<file path="src/rtl/dpcm_decoder_apb_if.sv">
// dpcm_decoder_apb_if
// APB bus bundle for the DPCM decoder slave.
//   master : drives PSELx, PENABLE, PWRITE, PADDR, PWDATA; observes PREADY, PSLVERR, PRDATA
//   slave  : the mirror image of master
// PCLK and PRESETn are kept outside the bundle as plain ports of the slave.
interface dpcm_decoder_apb_if;
  logic        PSELx;
  logic        PENABLE;
  logic        PWRITE;
  logic [31:0] PADDR;
  logic [31:0] PWDATA;
  logic        PREADY;
  logic        PSLVERR;
  logic [31:0] PRDATA;

  modport master (
    output PSELx, PENABLE, PWRITE, PADDR, PWDATA,
    input  PREADY, PSLVERR, PRDATA
  );

  modport slave (
    input  PSELx, PENABLE, PWRITE, PADDR, PWDATA,
    output PREADY, PSLVERR, PRDATA
  );
endinterface

</file>
<file path="src/rtl/dpcm_decoder_apb.sv">
// dpcm_decoder_apb
// APB slave that rebuilds samples from a DPCM difference stream. Each DIFF
// write adds the difference to the previous reconstructed sample, clamps the
// result to [SAT_MIN, SAT_MAX] and queues it in an output FIFO that the host
// drains through SAMPLE reads.
//
// Ports:
//   PCLK      : clock, all state on the rising edge
//   PRESETn   : asynchronous reset, active HIGH despite the name
//   apb       : APB slave bundle (PSELx, PENABLE, PWRITE, PADDR, PWDATA,
//               PREADY, PSLVERR, PRDATA)
//   estados   : current FSM state (0 IDLE, 1 SETUP, 2 ACCESS), debug only
//   contador  : FIFO occupancy, 0..DEPTH
//
// Register map (PADDR[3:2], PADDR[31:4] must be zero):
//   0x0 DIFF   W  push one difference
//   0x4 SAMPLE R  pop oldest sample
//   0x8 STATUS R  [0] empty [1] full [2] sticky sat [15:8] occupancy
//   0xC CTRL   W  [0] clear predictor [1] clear sat [2] flush FIFO
module dpcm_decoder_apb #(
  parameter int SAT_MAX = 32767,
  parameter int SAT_MIN = -32768,
  parameter int DEPTH   = 8
) (
  input  logic                     PCLK,
  input  logic                     PRESETn,
  dpcm_decoder_apb_if.slave        apb,
  output logic [1:0]               estados,
  output logic [$clog2(DEPTH):0]   contador
);

  localparam int PW = $clog2(DEPTH);
  localparam logic [PW:0]          FULL_CNT  = DEPTH[PW:0];
  localparam logic signed [32:0]   SAT_MAX_X = 33'(SAT_MAX);
  localparam logic signed [32:0]   SAT_MIN_X = 33'(SAT_MIN);

  typedef enum logic [1:0] {
    IDLE   = 2'd0,
    SETUP  = 2'd1,
    ACCESS = 2'd2
  } state_t;

  state_t state, state_next;

  logic signed [31:0] pred;
  logic               sat;
  logic signed [31:0] mem [DEPTH];
  logic [PW-1:0]      wr_ptr, rd_ptr;
  logic [PW:0]        count;

  logic [31:0]        prdata_q;
  logic               pslverr_q;

  logic               transfer_on;
  logic               empty, full;
  logic [1:0]         sel;
  logic [7:0]         occ;
  logic [31:0]        status_word;
  logic               dec_err;
  logic [31:0]        dec_data;
  logic signed [32:0] sum;
  logic signed [31:0] y;
  logic               clipped;
  logic               commit;
  logic               unused_addr_lsbs;

  assign transfer_on      = apb.PSELx && apb.PENABLE;
  assign empty            = (count == '0);
  assign full             = (count == FULL_CNT);
  assign sel              = apb.PADDR[3:2];
  assign occ              = 8'(count);
  assign status_word      = {16'd0, occ, 5'd0, sat, full, empty};
  assign unused_addr_lsbs = ^apb.PADDR[1:0];

  // State register.
  always_ff @(posedge PCLK or posedge PRESETn) begin
    if (PRESETn) state <= IDLE;
    else         state <= state_next;
  end

  // Next-state logic. SETUP is the single wait cycle (PREADY low); ACCESS is
  // the completing cycle. Losing PSELx/PENABLE during the wait cycle aborts.
  always_comb begin
    state_next = state;
    case (state)
      IDLE:    if (apb.PSELx) state_next = SETUP;
      SETUP:   state_next = transfer_on ? ACCESS : IDLE;
      ACCESS:  state_next = IDLE;
      default: state_next = IDLE;
    endcase
  end

  // Address/direction decode: works out the error flag and read data the
  // transfer will return, from the state as it stands before any commit.
  always_comb begin
    dec_err  = 1'b1;
    dec_data = '0;
    if (apb.PADDR[31:4] == 28'd0) begin
      if (apb.PWRITE) begin
        case (sel)
          2'd0:    dec_err = full;
          2'd3:    dec_err = 1'b0;
          default: dec_err = 1'b1;
        endcase
      end else begin
        case (sel)
          2'd1: begin
            dec_err = empty;
            if (!empty) dec_data = mem[rd_ptr];
          end
          2'd2: begin
            dec_err  = 1'b0;
            dec_data = status_word;
          end
          default: dec_err = 1'b1;
        endcase
      end
    end
  end

  // Reconstruction: 33-bit sum so the addition cannot wrap before clamping.
  always_comb begin
    sum     = {pred[31], pred} + {apb.PWDATA[31], apb.PWDATA};
    y       = sum[31:0];
    clipped = 1'b0;
    if (sum > SAT_MAX_X) begin
      y       = SAT_MAX_X[31:0];
      clipped = 1'b1;
    end else if (sum < SAT_MIN_X) begin
      y       = SAT_MIN_X[31:0];
      clipped = 1'b1;
    end
  end

  // Side effects happen only at the end of an unaborted, error-free completing cycle.
  assign commit = (state == ACCESS) && transfer_on && !pslverr_q;

  // Response registers: launched on the edge into ACCESS, zero otherwise.
  always_ff @(posedge PCLK or posedge PRESETn) begin
    if (PRESETn) begin
      prdata_q  <= '0;
      pslverr_q <= 1'b0;
    end else if (state == SETUP && transfer_on) begin
      prdata_q  <= dec_err ? 32'd0 : dec_data;
      pslverr_q <= dec_err;
    end else begin
      prdata_q  <= '0;
      pslverr_q <= 1'b0;
    end
  end

  // Predictor, sticky flag and FIFO bookkeeping. The only error-free writes
  // are DIFF and CTRL, and the only error-free read with a side effect is SAMPLE.
  always_ff @(posedge PCLK or posedge PRESETn) begin
    if (PRESETn) begin
      pred   <= '0;
      sat    <= 1'b0;
      wr_ptr <= '0;
      rd_ptr <= '0;
      count  <= '0;
    end else if (commit) begin
      if (apb.PWRITE) begin
        if (sel == 2'd0) begin
          pred   <= y;
          wr_ptr <= wr_ptr + 1'b1;
          count  <= count + 1'b1;
          if (clipped) sat <= 1'b1;
        end else begin
          if (apb.PWDATA[2]) begin
            wr_ptr <= '0;
            rd_ptr <= '0;
            count  <= '0;
          end
          if (apb.PWDATA[0]) pred <= '0;
          if (apb.PWDATA[1]) sat  <= 1'b0;
        end
      end else if (sel == 2'd1) begin
        rd_ptr <= rd_ptr + 1'b1;
        count  <= count - 1'b1;
      end
    end
  end

  // FIFO storage has no reset; only the pointers define its contents.
  always_ff @(posedge PCLK) begin
    if (commit && apb.PWRITE && sel == 2'd0) mem[wr_ptr] <= y;
  end

  assign apb.PREADY  = (state != SETUP);
  assign apb.PSLVERR = pslverr_q;
  assign apb.PRDATA  = prdata_q;
  assign estados     = state;
  assign contador    = count;

endmodule

</file>
<file path="src/flat_wrapper.sv">
// flat-port wrapper written by rule: the top's interface ports become plain ports
module dpcm_decoder_apb_flat 
#(
  parameter int SAT_MAX = 32767,
  parameter int SAT_MIN = -32768,
  parameter int DEPTH   = 8
)
  (PCLK, PRESETn, estados, contador, apb_PSELx, apb_PENABLE, apb_PWRITE, apb_PADDR, apb_PWDATA, apb_PREADY, apb_PSLVERR, apb_PRDATA);
  dpcm_decoder_apb_if apb_i ();
  input  logic PCLK;
  input  logic PRESETn;
  output logic [1:0] estados;
  output logic [$clog2(DEPTH):0] contador;
  input wire logic [$bits(apb_i.PSELx)-1:0] apb_PSELx;
  input wire logic [$bits(apb_i.PENABLE)-1:0] apb_PENABLE;
  input wire logic [$bits(apb_i.PWRITE)-1:0] apb_PWRITE;
  input wire logic [$bits(apb_i.PADDR)-1:0] apb_PADDR;
  input wire logic [$bits(apb_i.PWDATA)-1:0] apb_PWDATA;
  output wire logic [$bits(apb_i.PREADY)-1:0] apb_PREADY;
  output wire logic [$bits(apb_i.PSLVERR)-1:0] apb_PSLVERR;
  output wire logic [$bits(apb_i.PRDATA)-1:0] apb_PRDATA;
  assign apb_i.PSELx = apb_PSELx;
  assign apb_i.PENABLE = apb_PENABLE;
  assign apb_i.PWRITE = apb_PWRITE;
  assign apb_i.PADDR = apb_PADDR;
  assign apb_i.PWDATA = apb_PWDATA;
  assign apb_PREADY = apb_i.PREADY;
  assign apb_PSLVERR = apb_i.PSLVERR;
  assign apb_PRDATA = apb_i.PRDATA;
  dpcm_decoder_apb #(.SAT_MAX(SAT_MAX), .SAT_MIN(SAT_MIN), .DEPTH(DEPTH)) u_core (.PCLK(PCLK), .PRESETn(PRESETn), .apb(apb_i), .estados(estados), .contador(contador));
endmodule
</file>
<file path="config.mk">
export PLATFORM = sky130hd
export DESIGN_NAME = dpcm_decoder_apb_flat
export DESIGN_NICKNAME = d
export VERILOG_FILES = /design/src/rtl/dpcm_decoder_apb_if.sv /design/src/rtl/dpcm_decoder_apb.sv /design/src/flat_wrapper.sv
export SDC_FILE = /design/constraint.sdc
export NUM_CORES = 1
export LEC_CHECK = 0
export BUFFER_PORTS_ARGS = -buffer_cell sky130_fd_sc_hd__clkbuf_2
export CAP_MARGIN = 25
export CORE_UTILIZATION = 50
export DETAILED_ROUTE_END_ITERATION = 16
export GPL_TIMING_DRIVEN = 0
export PLACE_DENSITY = 0.75
export SYNTH_ARGS = -nofsm -noshare
export SYNTH_HDL_FRONTEND = slang
export SYNTH_SLANG_ARGS = --single-unit
</file>
<file path="constraint.sdc">
create_clock -name PCLK -period 7.2 [get_ports PCLK]
set_input_delay 1.44 -clock PCLK [delete_from_list [all_inputs] [get_ports PCLK]]
set_output_delay 1.44 -clock PCLK [all_outputs]
set_load 0.02 [all_outputs]
</file>
==> results of run 1 <==
==> kinds of logic after synthesis <==
group | count (synthesis)
AO/OA/AOI/OAI | 250
XOR/XNOR | 19
adder cells (fa/ha/maj) | 41
buffers and inverters | 76
flip-flops | 334
multiplexers | 70
AND/OR/NAND/NOR | 292
==> area by class of cell <==
| cell class | instances | area [um^2] |
|---|---|---|
| well taps | 390 | 488 |
| clock buffers | 49 | 960 |
| plain buffers | 53 | 262 |
| fillers | 2246 | 12100 |
| clock inverters | 16 | 178 |
| repair buffers | 126 | 797 |
| inverters | 23 | 88.8 |
| multi-input cells | 672 | 5370 |
| flip-flops and latches | 334 | 9640 |
==> Yosys cell counts (all sizes together), types with 9 or more instances <==
cell type,instances
nand3,9
nand4,12
mux4,64
nor2,39
a21o,23
nand2,124
nand2b,12
buf,15
edfxtp,256
nor3,21
o211ai,10
dfrtp,78
inv,22
a21oi,81
ha,40
a22o,18
clkbuf,38
xnor2,11
and2,16
o21a,11
o21ai,53
a22oi,17
nor4,15
==> metrics by stage <==
step           cells  hold slack [ns]
6_report        1663            0.468
5_1_grt         1663            0.485
4_1_cts         1663            0.473
3_5_place_dp    1598            0.465
3_3_place_gp    1577            0.454
2_1_floorplan   1082            0.454
==> power by group <==
group	switching [mW]	internal, mW
Clock	0.738	1.05
Combinational	0.209	0.114
Sequential	0.0159	2.12
==> layer usage <==
metal / vias up / track usage [%]
li1: 4532 / -
met1: 4970 / 30.7
met2: 365 / 38.9
met3: 52 / 3.50
met4: 0 / 5.85
met5: - / 0
==> registers in the layout (all words and copies together) (netlist names) <==
register and flops:
u_core.mem 256, u_core.apb.PRDATA 32, u_core.pred 32, u_core.contador 4, u_core.rd_ptr 3, u_core.wr_ptr 3
u_core.estados 2, u_core.apb.PSLVERR 1, u_core.sat 1
==> final timing paths <==
| path | depth (start not counted) | startpoint | endpoint |
|---|---|---|---|
| max | 15 | apb_PWDATA[0] | u_core.mem[0][11] |
| min | 1 | u_core.estados[1] | u_core.estados[0] |
| max reg2reg | 14 | u_core.pred[0] | u_core.mem[0][11] |
| min reg2reg | 1 | u_core.estados[1] | u_core.estados[0] |
| max in group asynchronous | 3 | PRESETn | u_core.apb.PRDATA[2] |
| min in group asynchronous | 2 | PRESETn | u_core.pred[26] |
==> metrics.txt, run 1 <==
status=complete, no violations; routed len/inst=roughly 21 um; fin util=roughly three fifths; area share of the largest cell type after synthesis=roughly 50%; Synth Net Count=roughly 1.2k; most frequent cells in the layout=edfxtp_1 (256), nand2_1 (124), clkbuf_2 (105), dfrtp_1 (78), a21oi_1 (76); Rel. slew slack=30.5%; Post-CTS Setup Repair Bufs=0; initial drt markers=approximately 870; WL met2=about 18 mm; H-tree depth=2; Post-synth top flop=edfxtp_1; CP max stage cell=a32oi_1; Power, Total=between 4 and 5 mW; FMAX=177 MHz; hpwl dp=~24 mm; All-Layer GR Usage=a little under a quarter; clock sink total=334; Compound-Gate Fraction of Synth Area=between 10% and 20%; routed wire length=34.7 mm; area leader, netlist=edfxtp_1; Setup CP Type=input port to flip-flop; Synth area leaders=edfxtp_1 (50%), dfrtp_1 (13%), mux4_2 (9.4%), ha_1 (3.3%), nand2_1 (3.0%); Die Height=approximately 180 um; yosys warns=0; die width=around 180 um; Cells after Synth=about 1.1k; Finished Cell Area=roughly 18000 um^2; IO Pins=109; maximum vdd ir drop=around 200 uV; endpoint class of the critical path=flip-flop; Slew Viols, Final=0; initial antenna violation count=0; post-synthesis cell type count=84; fraction of synthesized area in multiplexers=9.82%; gpl congestion=around 0.86; main combinational cell family by area after synthesis=compound AO/OA/AOI/OAI gates; Post-Syn Area=~15000 um^2; M1 WL=14.3 mm; Layout Nets=around 1.4k; Resized Gates After CTS=0; register area share after synthesis=a little over three fifths; RSZ-0062 raised after global routing=no; Critical Path, Cell by Cell=clkbuf_2, ha_1, inv_1, fa_1, nand2b_1, a21oi_1, o21a_1, o21ai_2, nand2_1, a32oi_1, o41ai_1, or4_1, o31a_1, buf_6, o21ai_1; max layer used=met4; commonest non-fill, non-tap cell in the layout=edfxtp_1; Seq cells post-synth=~330; pwr dens=239 nW/um^2; post-synthesis xor/xnor area fraction=1.19%; Slew @ Worst Pin=around 1.0 ns; setup TNS=0 ns; fraction of the mapped netlist area in simple logic gates=9.62%; period utilization=78.6%; max-cap violations=0; DRC viols=0; placement-stage worst setup slack=around 1.1 ns; first-pass GRT wire length=roughly 55 mm; post-route ant nets=0; number of synthesized flops with an enable pin=~260; Via-to-Cell Ratio=5.96; CP Launch Type=input port; Slowest Stage Delay on Critical Path=around 0.84 ns; Hold Path Class=flip-flop to flip-flop; antenna cells=0; crit path time final=approximately 5.7 ns; IO buf count=around 110; pin count of the biggest net entering global routing=a little over 40; core footprint=around 30000 um^2; skew final=between 0.02 and 0.025 ns; clock insertion delay at the later pin of the skew report=0.52 ns; Required @ worst endpoint=~7.4 ns; average cell area after synthesis=about 14 um^2; Synth Area in Adders=between 3 and 4%; Die ar.=roughly 31000 um^2; placed cell areas=16600 um^2; Hold-fix buffers, CTS=0; Hold Vio Cnt, Final=0; CTS root buf=clkbuf_16; total CTS buffers=36; Synth-to-Final Area Change=16.2%; worst setup margin=1.54 ns; Pre-Repair DR Iteration Count=5; Vias=9919; number of global-route vias before repair=roughly 10k; Starting Density=approximately half; final setup vio count=0; Worst-path clk slew=roughly 0.060 ns; leakage=a little under 7 nW; WL met3=between 2 and 2.5 mm; Async SR Flop Fraction=23.4%; Core Rows=63; R2R setup slack=around 2.2 ns; critical path's top delay family=compound AO/OA/AOI/OAI gates; Worst EP arrival=5.88 ns; layout cells sized above 1=between 20% and 30%; CTS tree=done; CTS Buffer Depth=3; Buffers & Inverters on Critical Path=3; CP Max Fanout=10; Remaining Overflow, GRT=0
No activity file was read; power rests on OpenSTA's default activity.
==> inputs of run 2 (changes only) <==
PLACE_DENSITY = 0.78   (was 0.75)
clock period = 4.8 ns   (was 7.2 ns; I/O delays follow)
==> metrics.txt, run 2 (synthesis results as in run 1) <==
Largest register FFs=256 (unchanged); number of global-route vias before repair=9891 (was 9897); Slew Viols, Final=0 (unchanged); CTS tree=done (unchanged); Hold Vio Cnt, Final=0 (unchanged); Buffers & Inverters on Critical Path=3 (unchanged); clock sink total=334 (unchanged); Worst EP arrival=4.93 ns (was 5.88 ns); final setup vio count=0 (unchanged); Required @ worst endpoint=5.10 ns (was 7.42 ns); max-cap violations=0 (unchanged); placement-stage worst setup slack=-0.968 ns (was 1.12 ns); Finished Cell Area=17900 um^2 (was 17800 um^2); All-Layer GR Usage=22.9% (about the same); gpl congestion=0.911 (was 0.862); Via-to-Cell Ratio=6.02 (was 5.96); Die ar.=31300 um^2 (unchanged); Rel. slew slack=30.0% (was 30.5%); Starting Density=51.2% (unchanged); worst setup margin=0.175 ns (was 1.54 ns); Setup CP Type=input port to flip-flop (unchanged); die width=177 um (unchanged); Vias=10.0k (was 9919); most frequent cells in the layout=edfxtp_1 (256), nand2_1 (124), clkbuf_2 (106), dfrtp_1 (78), a21oi_1 (76) (was edfxtp_1 (256), nand2_1 (124), clkbuf_2 (105), dfrtp_1 (78), a21oi_1 (76)); CP Max Fanout=10 (unchanged); pin count of the biggest net entering global routing=44 (was 41); Slew @ Worst Pin=1.03 ns (was 1.04 ns); CTS Buffer Depth=3 (unchanged); Pre-Repair DR Iteration Count=5 (unchanged); pwr dens=357 nW/um^2 (was 239 nW/um^2); routed wire length=35.4 mm (was 34.7 mm); initial antenna violation count=0 (unchanged); Post-CTS Setup Repair Bufs=0 (unchanged); skew final=0.0194 ns (was 0.0232 ns); IO buf count=105 (unchanged); Core Rows=63 (unchanged); core footprint=29900 um^2 (unchanged); initial drt markers=896 (was 872); DRC viols=0 (unchanged); Worst-path clk slew=0.06 ns (about the same); clock insertion delay at the later pin of the skew report=0.52 ns (about the same); Most flops, register=u_core.mem (unchanged); total CTS buffers=35 (was 36); Synth-to-Final Area Change=17.0% (was 16.2%); routed len/inst=21.3 um (was 20.9 um); Hold Path Class=input port to asynchronous set/reset pin (was flip-flop to flip-flop); R2R setup slack=0.34 ns (was 2.19 ns); IO Pins=109 (unchanged); post-route ant nets=0 (unchanged); critical path's top delay family=simple AND/OR/NAND/NOR gates (was compound AO/OA/AOI/OAI gates); endpoint class of the critical path=flip-flop (unchanged); leakage=6.94 nW (was 6.91 nW); period utilization=96.4%; Die Height=177 um (unchanged); crit path time final=about 4.6 ns; Slowest Stage Delay on Critical Path=0.51 ns (was 0.84 ns); layout cells sized above 1=24.0% (was 23.1%); first-pass GRT wire length=53.9 mm (was 54.6 mm); Critical Path, Cell by Cell=clkbuf_2, ha_1, inv_1, fa_1, nand2b_1, a21oi_1, o21a_1, o21ai_2, nand3_1, or2b_2, or4_1, or4_1, o31a_1, buf_6, o21ai_2 (was clkbuf_2, ha_1, inv_1, fa_1, nand2b_1, a21oi_1, o21a_1, o21ai_2, nand2_1, a32oi_1, o41ai_1, or4_1, o31a_1, buf_6, o21ai_1); CTS root buf=clkbuf_16 (unchanged); RSZ-0062 raised after global routing=yes (was no); FMAX=216 MHz; Layout Nets=1354 (was 1356); hpwl dp=24.2 mm (was 23.9 mm); CP Launch Type=input port (unchanged); placed cell areas=16600 um^2 (about the same); maximum vdd ir drop=267 uV (was 201 uV); H-tree depth=2 (unchanged); commonest non-fill, non-tap cell in the layout=edfxtp_1 (unchanged); Remaining Overflow, GRT=0 (unchanged); CP max stage cell=or4_1 (was a32oi_1); status=complete, no violations (unchanged)
==> run 2: final cells by class <==
type	instances	area, um^2
Antenna cell	1	2.50
Buffer	53	263
Clock buffer	49	948
Clock inverter	15	191
Fill cell	2176	12000
Inverter	23	88.8
Multi-Input combinational cell	672	5490
Sequential cell	334	9640
Tap cell	390	488
Timing Repair Buffer	125	801
==> run 2: repair_timing <==
item | CTS | global route
endpoints found under the setup margin | 120 | 92
endpoints found under the hold margin | 0 | 0
gates cloned | 0 | 0
resized for setup | 6 | 15
hold buffers | 0 | 0
==> run 2: per-layer routing <==
| layer | GRT usage [%] | wire [um] | part of all wire (%) |
|---|---|---|---|
| met1 | 29.1 | 14200 | 40 |
| met2 | 39.8 | 18000 | 51 |
| met3 | 3.63 | 2270 | 6.4 |
| met4 | 7.76 | 882 | 2.5 |
| met5 | 0 | 0 | 0 |
==> run 2: worst paths after layout <==
kind | start | endpoint | cells past startpoint
worst max-delay path | apb_PWDATA[0] | u_core.mem[5][10] | 15
worst min-delay path | PRESETn | u_core.apb.PRDATA[6] | 2
worst max register to register | u_core.pred[0] | u_core.mem[5][10] | 14
worst min register to register | u_core.estados[1] | u_core.estados[0] | 1
max in group asynchronous | PRESETn | u_core.apb.PRDATA[9] | 3
min in group PCLK | u_core.estados[1] | u_core.estados[0] | 1
==> run 2: worst reg2reg max path, delay by kind of cell, from the launching register on <==
family / cells / cell delay, ns
AND/OR/NAND/NOR: 5 / 1.61
adder cells (fa/ha/maj): 2 / 0.62
AO/OA/AOI/OAI: 5 / 1.33
buffers and inverters: 2 / 0.29
flip-flops: 1 / 0.37
==> run 2: through the flow <==
step           hold slack (ns)  total power [mW]  setup TNS [ns]  std cells  util [%]
2_1_floorplan            0.454              3.59          -0.216       1082         -
3_3_place_gp             0.452              3.72         -545.05       1577      54.7
3_5_place_dp             0.468              3.74          -95.39       1596      55.7
4_1_cts                  0.473              6.40               0       1660      59.6
5_1_grt                  0.488              6.58          -0.721       1661      59.9
6_report                 0.467              6.40               0       1662      60.0
==> run 2: where the power goes <==
part	internal [mW]	switching (mW)	total, mW
clock network	1.57	1.12	2.68
registers	3.18	0.0235	3.21
logic	0.179	0.328	0.507
